File: src/rtl/fmlt_wb_buffer.sv
// rtl/fmlt_wb_buffer.sv - multiply-unit result write-back FIFO with skid stall, overflow flag and flush
module fmlt_wb_buffer #(
    parameter int DEPTH       = 4,
    parameter int WIDTH_DATA  = 32,
    parameter int WIDTH_INDEX = 8,
    parameter int WIDTH_ISSUE = 6
) (
    input  logic                   clock,
    input  logic                   reset,
    input  logic                   I_Valid,
    input  logic [WIDTH_DATA-1:0]  I_Data,
    input  logic [WIDTH_INDEX-1:0] I_Index,
    input  logic [WIDTH_ISSUE-1:0] I_Issue_No,
    input  logic                   I_Flush,
    input  logic                   I_WB_Ready,
    output logic                   O_Stall,
    output logic                   O_WE,
    output logic [WIDTH_INDEX-1:0] O_WAddr,
    output logic [WIDTH_DATA-1:0]  O_WData,
    output logic                   O_Commit,
    output logic [WIDTH_ISSUE-1:0] O_Commit_No,
    output logic                   O_Overflow
);
    localparam int PW = $clog2(DEPTH);
    localparam int CW = $clog2(DEPTH) + 1;
    localparam logic [CW-1:0] FULL_C  = CW'(DEPTH);
    localparam logic [CW-1:0] SKID_C  = CW'(DEPTH - 1);

    typedef enum logic {RUN, FLUSH} state_t;

    state_t         state_q, state_d;
    logic [PW-1:0]  wr_ptr_q, wr_ptr_d;
    logic [PW-1:0]  rd_ptr_q, rd_ptr_d;
    logic [CW-1:0]  count_q, count_d;
    logic           ovf_q, ovf_d;
    logic           push, pop, we;

    logic [WIDTH_DATA-1:0]  data_mem [DEPTH];
    logic [WIDTH_INDEX-1:0] idx_mem  [DEPTH];
    logic [WIDTH_ISSUE-1:0] iss_mem  [DEPTH];

    always_ff @(posedge clock or negedge reset) begin
        if (!reset) begin
            state_q  <= RUN;
            wr_ptr_q <= '0;
            rd_ptr_q <= '0;
            count_q  <= '0;
            ovf_q    <= 1'b0;
        end else begin
            state_q  <= state_d;
            wr_ptr_q <= wr_ptr_d;
            rd_ptr_q <= rd_ptr_d;
            count_q  <= count_d;
            ovf_q    <= ovf_d;
        end
    end

    // Storage needs no reset: occupancy alone decides what is valid.
    always_ff @(posedge clock) begin
        if (push) begin
            data_mem[wr_ptr_q] <= I_Data;
            idx_mem[wr_ptr_q]  <= I_Index;
            iss_mem[wr_ptr_q]  <= I_Issue_No;
        end
    end

    always_comb begin
        state_d  = state_q;
        wr_ptr_d = wr_ptr_q;
        rd_ptr_d = rd_ptr_q;
        count_d  = count_q;
        ovf_d    = ovf_q;
        push     = 1'b0;
        pop      = 1'b0;
        case (state_q)
            RUN: begin
                pop  = (count_q != '0) && I_WB_Ready;
                push = I_Valid && ((count_q != FULL_C) || pop);
                if (I_Valid && !push) begin
                    ovf_d = 1'b1;
                end
                if (push) begin
                    wr_ptr_d = wr_ptr_q + PW'(1);
                end
                if (pop) begin
                    rd_ptr_d = rd_ptr_q + PW'(1);
                end
                case ({push, pop})
                    2'b10:   count_d = count_q + CW'(1);
                    2'b01:   count_d = count_q - CW'(1);
                    default: count_d = count_q;
                endcase
                if (I_Flush) begin
                    state_d = FLUSH;
                end
            end
            FLUSH: begin
                wr_ptr_d = '0;
                rd_ptr_d = '0;
                count_d  = '0;
                state_d  = RUN;
            end
            default: state_d = RUN;
        endcase
    end

    assign we          = (state_q == RUN) && (count_q != '0);
    assign O_WE        = we;
    assign O_Commit    = pop;
    assign O_WAddr     = we ? idx_mem[rd_ptr_q]  : '0;
    assign O_WData     = we ? data_mem[rd_ptr_q] : '0;
    assign O_Commit_No = we ? iss_mem[rd_ptr_q]  : '0;
    // One free slot is kept as skid for a result already in flight.
    assign O_Stall     = (count_q >= SKID_C) || (state_q == FLUSH);
    assign O_Overflow  = ovf_q;

endmodule

File: config.mk
export PLATFORM = sky130hd
export DESIGN_NAME = fmlt_wb_buffer
export DESIGN_NICKNAME = d
export VERILOG_FILES = /design/src/rtl/fmlt_wb_buffer.sv
export SDC_FILE = /design/constraint.sdc
export NUM_CORES = 1
export LEC_CHECK = 0
export BUFFER_PORTS_ARGS = -buffer_cell sky130_fd_sc_hd__buf_2
export CAP_MARGIN = 25
export CELL_PAD_IN_SITES_DETAIL_PLACEMENT = 1
export CELL_PAD_IN_SITES_GLOBAL_PLACEMENT = 2
export CORE_ASPECT_RATIO = 0.75
export CORE_MARGIN = 3
export CORE_UTILIZATION = 45
export CTS_BUF_LIST = sky130_fd_sc_hd__clkbuf_2 sky130_fd_sc_hd__clkbuf_4 sky130_fd_sc_hd__clkbuf_8
export DETAILED_ROUTE_END_ITERATION = 8
export GPL_ROUTABILITY_DRIVEN = 0
export PLACE_DENSITY = 0.78
export SYNTH_ARGS = -nofsm -noshare
export SYNTH_HDL_FRONTEND = slang
export SYNTH_SLANG_ARGS = --single-unit
File: constraint.sdc
create_clock -name clock -period 3.8 [get_ports clock]
set_clock_uncertainty 0.1 [all_clocks]
set_input_delay 0.19 -clock clock [delete_from_list [all_inputs] [get_ports clock]]
set_output_delay 0.19 -clock clock [all_outputs]
set_load 0.1 [all_outputs]
Word level (Yosys, flattened, before mapping):

Memory sizes are Yosys's and may differ from the RTL's.
Index checks and enable logic that the tools add are counted.

* register bits after elaboration: 9
* bits in writable memories: 184
* bits of input ports: 51
* logic and storage cells: 44
* memories: 3

* $add $sub $neg: 4
* order comparisons: 1
* equality and inequality tests: 6
* mux-type cells: 15
* bitwise gates (word level): 1
* reductions and logical operators: 9

Memory list
* data_mem: depth 4, bits a word 32, read ports 1, clocked after memory_dff 0, wr ports 1, RTL line 38 `logic [WIDTH_DATA-1:0] data_mem [DEPTH];`
* idx_mem: depth 4, bits a word 8, read ports 1, clocked after memory_dff 0, wr ports 1, RTL line 39 `logic [WIDTH_INDEX-1:0] idx_mem [DEPTH];`
* iss_mem: depth 4, bits a word 6, read ports 1, clocked after memory_dff 0, wr ports 1, RTL line 40 `logic [WIDTH_ISSUE-1:0] iss_mem [DEPTH];`

Operators by type and width (number)
* $mux 32: 1
* $pmux 3 s2: 2
* $mux 8: 1
* $pmux 2 s2: 2
* $mux 6: 1
* $mux 1: 5
* $add 2x1->2 const B: 2
* $logic_and 1x1->1: 4
* $mux 2: 2
* $ne 2x2->1 const B: 2
* $add 3x1->3 const B: 1
* $ge 3x2->1 const B: 1
* $ne 3x1->1 const B: 1
* $ne 3x3->1 const B: 1
* $reduce_bool 3->1: 1
* $sub 3x1->3 const B: 1
* $eq 2x1->1 const B: 1
* $eq 2x2->1 const B: 1
* $logic_or 1x1->1: 2
* $pmux 1 s2: 1
* $reduce_and 2->1: 1
* $logic_not 1->1: 1
* $not 1->1: 1

Depth between registers and ports, before layout:

Gate-level depths: netlist of the first run.

* word-level depth: 7
* mapped depth: 7
* gate-level depth less buffers: 6

Worst setup path after synthesis of the first run:

OpenSTA, ideal clock, no wires.

* path type: register to output
* start point: register state_q
* end point: output port O_Commit
* arrival time: 2.664 ns
* data required time: 3.510 ns
* path slack: 0.846 ns
* stages on the path, launching flop included: 3
* buffers on the path: 1
* cell sequence: dfrtp_1 -> clkbuf_1 -> nor3_1

* cells in the longest elaborated chain, start to end: 1

Ends and longest elaborated chain
* start, declared: RTL line 31 `state_t state_q, state_d;`
* start signal, assigned: RTL line 50 `state_q <= state_d;`
* $mux 1: RTL line 75 `case (state_q)`
* end, declared: RTL line 20 `output logic O_Commit,`

Every way passes these cells.

Worst setup path after layout of the first run:

* start point: register count_q[0]
* end point: output port O_WAddr[7]

* cells in the longest elaborated chain, start to end: 3

Ends and longest elaborated chain
* start, declared: RTL line 34 `logic [CW-1:0] count_q, count_d;`
* start signal, assigned: RTL line 53 `count_q <= count_d;`
* $reduce_bool 3->1: RTL line 107 `assign we = (state_q == RUN) && (count_q != '0);`
* $logic_and 1x1->1: RTL line 107
* $mux 8: RTL line 110 `assign O_WAddr = we ? idx_mem[rd_ptr_q] : '0;`
* end, declared: RTL line 18 `output logic [WIDTH_INDEX-1:0] O_WAddr,`

Every way passes these cells.

==> results of run 1 <==
==> state kept, by name, indices dropped and copies added (netlist names) <==
name        flops
rd_ptr_q        2
wr_ptr_q        2
idx_mem        32
count_q         3
data_mem      128
O_Overflow      1
state_q         1
iss_mem        24
==> cell usage after synthesis (2+ instances only) <==
| master | n | share of area |
|---|---|---|
| sky130_fd_sc_hd__a2111oi_0 | 2 | 0.0023 |
| sky130_fd_sc_hd__a21oi_1 | 5 | 0.0033 |
| sky130_fd_sc_hd__and2_1 | 50 | 0.041 |
| sky130_fd_sc_hd__buf_2 | 11 | 0.0073 |
| sky130_fd_sc_hd__buf_6 | 2 | 0.0030 |
| sky130_fd_sc_hd__clkbuf_1 | 6 | 0.0030 |
| sky130_fd_sc_hd__dfrtp_1 | 9 | 0.030 |
| sky130_fd_sc_hd__edfxtp_1 | 184 | 0.73 |
| sky130_fd_sc_hd__ha_1 | 4 | 0.0066 |
| sky130_fd_sc_hd__inv_1 | 6 | 0.0030 |
| sky130_fd_sc_hd__mux2i_1 | 2 | 0.0026 |
| sky130_fd_sc_hd__mux4_2 | 46 | 0.14 |
| sky130_fd_sc_hd__nand2_1 | 2 | 0.00099 |
| sky130_fd_sc_hd__nand2b_1 | 3 | 0.0025 |
| sky130_fd_sc_hd__nand3b_1 | 2 | 0.0020 |
| sky130_fd_sc_hd__nor2_1 | 5 | 0.0025 |
| sky130_fd_sc_hd__nor3_1 | 2 | 0.0013 |
| sky130_fd_sc_hd__o21ai_0 | 4 | 0.0026 |
| sky130_fd_sc_hd__or3_1 | 3 | 0.0025 |
==> metal layers <==
metal	vias to the layer above	part of all wire	GRT usage
met3	8	0.043	0.04649
met1	2076	0.45	0.2457
met2	104	0.50	0.3011
li1	1770	-	-
met5	-	0	0
met4	0	0.0081	0.04137
==> critical path: stages, from the launching register on <==
cell                      delay [ns]
sky130_fd_sc_hd__dfrtp_1        0.61
sky130_fd_sc_hd__nor3_2         0.16
sky130_fd_sc_hd__nor2_4         0.36
sky130_fd_sc_hd__buf_4          0.44
sky130_fd_sc_hd__and2_1         0.26
sky130_fd_sc_hd__buf_2          0.45
==> how the worst min path moves through the flow <==
| stage | end | slack (ns) | cells past startpoint |
|---|---|---|---|
| 2_1_floorplan | O_Overflow | -0.21 | 0 |
| 3_3_place_gp | O_Overflow | -0.04 | 1 |
| 3_5_place_dp | state_q | -0.04 | 1 |
| 4_1_cts | count_q[2] | 0.04 | 3 |
| 5_1_grt | count_q[2] | 0.05 | 3 |
| 6_report | count_q[2] | 0.08 | 3 |
==> area by class of cell <==
cell class	count	share of cell area
Sequential cell	193	0.6167
Multi-Input combinational cell	144	0.1838
Timing Repair Buffer	158	0.1212
Tap cell	210	0.02815
Clock buffer	17	0.02507
Clock inverter	15	0.02239
Inverter	6	0.002413
Antenna cell	1	0.0002681
==> repair_timing <==
action	4_1_cts	5_1_grt
endpoints found under the hold margin	195	0
hold buffers	50	0
resized for setup	0	0
setup buffers	0	0
==> where the power goes <==
part | switching, mW | internal (mW) | total (mW) | leakage (nW)
sequential | 0.188 | 2.52 | 2.70 | 1.79
clock | 0.733 | 0.724 | 1.46 | 0.201
combinational | 2.34 | 0.843 | 3.18 | 1.26
==> kinds of logic after synthesis <==
group / share of synthesized area
compound gates: 0.01601
xor+xnor: 0.001156
fa+ha+maj: 0.009243
buf+inv: 0.01683
flops: 0.7585
mux: 0.1393
simple gates: 0.05892
==> metrics by stage <==
stage	util	power, mW	area [um^2]	cells	hold slack, ns
final	0.5738	7.343	9333	744	0.07704
after CTS	0.5719	7.390	9303	742	0.04454
after detailed placement	0.5139	5.886	8359	660	-0.03722
after floorplan	-	5.324	7581	363	-0.2056
after global placement	0.5139	5.861	8359	660	-0.03599
after global routing	0.5736	7.644	9330	743	0.05382
==> results summary, run 1 <==
The starting utilization of the core area came out at 0.4661. Max-cap violations in this run came to 0. The worst-case reg-to-reg path depth came out at 5. The clock latency of the later-clocked register in the worst-skew pair is between 0.4 and 0.5 ns.

Dividing the final minimum period by the clock period gives 0.7976. Setup repair after global routing left no endpoint under its margin. The starting DRC count in detailed routing is about 220.

In this run the worst path has a maximum fanout of 33. The total number of vias is 3958. The worst path required time is 3.51 ns.

In the post-route analysis, the smallest setup slack over all paths is 0.7692 ns. The global-route usage over all layers is 0.1822. The routed design has 16.10 mm of wire. Before CTS, the worst setup slack after placement is 1.209 ns. The number of cells produced by synthesis came out at 363. The area of the die came out at approximately 0.018 mm^2. The layout overhead on the synthesized area came out at 23.11%. The netlist area before placement is 0.007581 mm^2. The share of async-settable or async-resettable flops after synthesis came out at 0.04663. Summing all multi-input logic gate instances after layout gives between 0.0015 and 0.002 mm^2. The maximum ir drop on the vdd rail came out at ~0.00051 V.

The register area share after synthesis came out at 0.7585. The critical path starts at count_q[0]. The total clock buffers created by CTS came out at 17. In this run, synthesis inferred approximately 180 flip-flops with an integrated enable. In this run the most critical hold path is launched from I_WB_Ready. The final setup TNS came out at 0 ns. The core region is approximately 0.016 mm^2. The horizontal die dimension is 155.9 um.

The pin count of the biggest net entering global routing came out at 50. The total number of clock tree sinks is 193. The number of distinct library cells after synthesis is 34. The number of antenna violations at the first check in global routing is 0. The die is between 100 and 150 um tall. The relative slew slack came out at 0.3346. The layout net count is 576. The final global-route overflow total came out at 0. At the pin with the least slew margin, the transition time is 0.9982 ns. The maximum clock frequency is 330.0 MHz.

The clock slew seen by the registers of the worst setup and hold paths came out at 0.10 ns. Leaving out fill and tap cells, the most frequent cell in the layout is sky130_fd_sc_hd__edfxtp_1. Synthesis produced a netlist with a net count of 419. The flop-to-flop setup slack is roughly 1.4 ns. The number of endpoints failing setup at the final stage is 0. 101 I/O pins were placed.

The number of hold violations in the final report was 0. The wire length of the first global-routing pass came out at 25.14 mm. The mean cell area of the mapped netlist is about 21 um^2.

The H-tree depth came out at 4. The standby leakage power came out at about 3.3 nW. The critical path ends at O_WAddr[7].

The Yosys step of the flow raised 0 warnings. The final number of max-transition violations was 0. The number of detailed-routing iterations run before antenna repair is 4. In the synthesized netlist the dominant register cell turns out to be sky130_fd_sc_hd__edfxtp_1. In this run the critical register-to-register path is launched from count_q[0]. The number of buffers on the longest clock path is 2.

The via count of the first global-routing pass was 4430. For the worst setup path, the data arrival time is ~2.7 ns. The number of port buffers is 100. The areal power density over the cells came out at 786.9 mW/mm^2. The placed wire-length estimate came out at between 9 and 10 mm. Of the cells placed in the final design, the portion with a size suffix greater than 1 is 0.3677. In this run the critical register-to-register path is captured at count_q[2]. The total area of sequential cells is around 0.0058 mm^2. The wire length per cell after detailed routing came out at 21.64 um. The clock root buffer master is sky130_fd_sc_hd__clkbuf_8. The start-to-end type of the worst setup path is reg2out. The path class of the tightest hold or removal check is in2reg.

The standard-cell row count came out at 40. STA classifies the critical path startpoint as a register. The number of nets with antenna violations after routing came out at 0. The number of fillers in the final layout came out at 1450. The TritonCTS clock tree is yes. The via density per instance is 5.320. The total of flip-flops plus latches after synthesis came out at 193.

The minimum clock period after layout came out at 3.031 ns. The flow ran to the end, and the final reports show no timing, DRC or antenna violations. The total DRC errors in the routed layout came out at 0. Leaving out fill and tap cells, the most frequent cells in the layout are sky130_fd_sc_hd__edfxtp_1, sky130_fd_sc_hd__buf_2, sky130_fd_sc_hd__dlygate4sd3_1. The critical path endpoint category is an output port.
Power figures use the tool's default switching activity.
==> run 2, diff against run 1 <==
CORE_UTILIZATION = 41   (was 45)
PLACE_DENSITY = 0.75   (was 0.78)
clock period = 2.6 ns   (was 3.8 ns; I/O delays follow)
==> results summary, run 2 (same netlist as run 1, synthesis figures left out) <==
The number of cells in the design after placement is 701 (was 660). The wire length per cell after detailed routing is 20.32 um (was 21.64 um). The largest fanout of any net on the critical path is 14 (was 33). The die boundary height came to 123.8 um (was 118.4 um).

The clock latency of the later-clocked register in the worst-skew pair came out at 0.45 ns (about the same). The area of the die is 0.02017 mm^2 (was 0.01846 mm^2). The core occupancy in the finished layout came out at 0.5274 (was 0.5738). The worst path required time is 2.37 ns (was 3.51 ns). The final setup TNS is 0 ns (unchanged). The global-route usage over all layers came out at 0.1678 (was 0.1822). The number of hold violations in the final report came out at 0 (unchanged).

The placed wire-length estimate is 9.778 mm (was 9.513 mm). The arrival time at the worst endpoint is 2.22 ns (was 2.74 ns). The number of detailed-routing iterations run before antenna repair came out at 5 (was 4).

The relative slew slack came out at 0.6537 (was 0.3346). The number of antenna violations at the first check in global routing is 0 (unchanged). The final number of max-transition violations came out at 0 (unchanged).

The minimum clock period after layout came out at 2.452 ns. The top register by number of flip-flops is data_mem (unchanged). The maximum ir drop on the vdd rail was 0.0007320 V (was 0.0005101 V). The total number of vias came out at 3978 (was 3958). The sort of element at the start of the critical path is a register (unchanged).

The number of port buffers was 100 (unchanged). Status: completed (unchanged). Highest-count cells in the layout ignoring fill and taps: sky130_fd_sc_hd__edfxtp_1, sky130_fd_sc_hd__buf_2, sky130_fd_sc_hd__dlygate4sd3_1 (unchanged).

Largest registers: data_mem x128, idx_mem x32, iss_mem x24 (unchanged). The area taken by multi-input logic gates is 0.001720 mm^2 (was 0.001715 mm^2). The area inside the core boundary came out at 0.01787 mm^2 (was 0.01627 mm^2). The areal power density over the cells came out at 1131 mW/mm^2 (was 786.9 mW/mm^2). The starting DRC count in detailed routing came out at 268 (was 217). The standby leakage power came to 3.324 nW (was 3.254 nW). The final hold slack came out at 0.3232 ns (was 0.07704 ns). The most frequent standard cell in the layout excluding fill and tap cells was sky130_fd_sc_hd__edfxtp_1 (unchanged). The total DRC errors in the routed layout came out at 0 (unchanged). The total area of sequential cells came out at 0.005756 mm^2 (unchanged). The maximum clock frequency came out at 407.9 MHz. The wire length of the first global-routing pass is 24.90 mm (was 25.14 mm).

The horizontal die dimension is 163.0 um (was 155.9 um). The total number of clock tree sinks is 193 (unchanged). The clock slew seen by the registers of the worst setup and hold paths was 0.10 ns (about the same). The layout net count is 588 (was 576). The clock root buffer master is sky130_fd_sc_hd__clkbuf_8 (unchanged). The number of nets with antenna violations after routing is 0 (unchanged).

The fraction of final layout cells with drive strength greater than 1 is 0.3817 (was 0.3677). The non-filler instance count after layout is 787 (was 744). The flip-flop count of the largest register after layout is 128 (unchanged). The critical path endpoint category is an output port (unchanged). The via density per instance is 5.055 (was 5.320).

The number of max-cap violations was 0 (unchanged). The final wirelength is 15.99 mm (was 16.10 mm). The worst slack at placement came out at 0.2440 ns (was 1.209 ns). Unrepaired setup endpoints after global routing: no (unchanged).

The H-tree depth came out at 4 (unchanged). The class of the tightest hold or removal check was in2reg (unchanged). The pin count of the biggest net entering global routing is 48 (was 50).

The via count of the first global-routing pass is 4433 (was 4430). The slew of the pin with the lowest slew margin came out at 0.5230 ns (was 0.9982 ns). The total clock buffers created by CTS came out at 17 (unchanged). The number of endpoints failing setup at the final stage is 0 (unchanged). The standard-cell row count is 42 (was 40). The starting utilization of the core area came out at 0.4243 (was 0.4661). The final global-route overflow total came out at 0 (unchanged). The slack of the critical path is 0.1484 ns (was 0.7692 ns). The number of I/O pins came to 101 (unchanged). The number of antenna diodes is 0 (was 1). The TritonCTS clock tree is yes (unchanged). The number of buffers on the longest clock path was 2 (unchanged).

The start-to-end type of the worst setup path is reg2out (unchanged). The number of fillers in the final layout was 1647 (was 1450). The layout overhead on the synthesized area came out at 24.29% (was 23.11%). The fraction of the cycle the final worst path needs is 0.9429.
[run 2: changes by cell type in the layout (fill, tap and decap cells not counted), sizes merged]
cell / before / now
inv: 9 / 11
clkbuf: 17 / 18
buf: 108 / 119
bufinv: 4 / 2
clkinvlp: 6 / 0
dlygate4sd3: 50 / 51
clkinv: 2 / 7
diode: 1 / 0
[run 2: worst max-delay path, stage by stage, from the launching register on]
cell                      delay, ns
sky130_fd_sc_hd__dfrtp_4       0.55
sky130_fd_sc_hd__buf_12        0.21
sky130_fd_sc_hd__mux4_2        0.51
sky130_fd_sc_hd__and2_1        0.20
sky130_fd_sc_hd__buf_2         0.30
[run 2: path summary, 6_finish.rpt]
check	from	endpoint	slack [ns]	depth (start not counted)
setup / recovery	rd_ptr_q[0]	O_WData[29]	0.15	4
hold / removal	I_Data[23]	data_mem[3][23]	0.32	2
setup reg to reg	count_q[2]	count_q[1]	0.24	6
hold reg to reg	O_Overflow	O_Overflow	0.39	1
max in group asynchronous	reset	rd_ptr_q[0]	1.48	3
min in group asynchronous	reset	state_q	0.57	3
[run 2: cell type report]
class / instances / area share
Clock buffer: 18 / 0.02563
Sequential cell: 193 / 0.6108
Timing Repair Buffer: 170 / 0.1299
Tap cell: 242 / 0.03213
Multi-Input combinational cell: 144 / 0.1826
Clock inverter: 14 / 0.01660
Inverter: 6 / 0.002390
[run 2: power breakdown]
part,internal [mW],leakage (nW),switching (mW)
Combinational,1.33,1.33,3.57
Clock,0.885,0.207,1.05
Sequential,3.68,1.79,0.136
[run 2: timing repair]
item,in CTS,in global routing
hold buffers,51,0
gates resized for setup,0,0
setup buffers,3,0
hold endpoints to repair,197,0
setup endpoints to repair,28,0
[run 2: layer usage]
layer / wire [um] / vias up / part of all wire / track usage
met4: 171 / 0 / 0.011 / 0.04860
met1: 7168 / 2072 / 0.45 / 0.2187
met5: 0 / - / 0 / 0
met2: 7757 / 105 / 0.49 / 0.2789
li1: - / 1789 / - / -
met3: 897 / 12 / 0.056 / 0.04787
[run 2: metrics by stage]
stage                     power, mW  instance area (um^2)
final                         10.66                  9423
after global routing          11.15                  9423
after CTS                     10.80                  9423
after detailed placement      8.710                  8472
after global placement        8.656                  8472
after floorplan               7.786                  7587
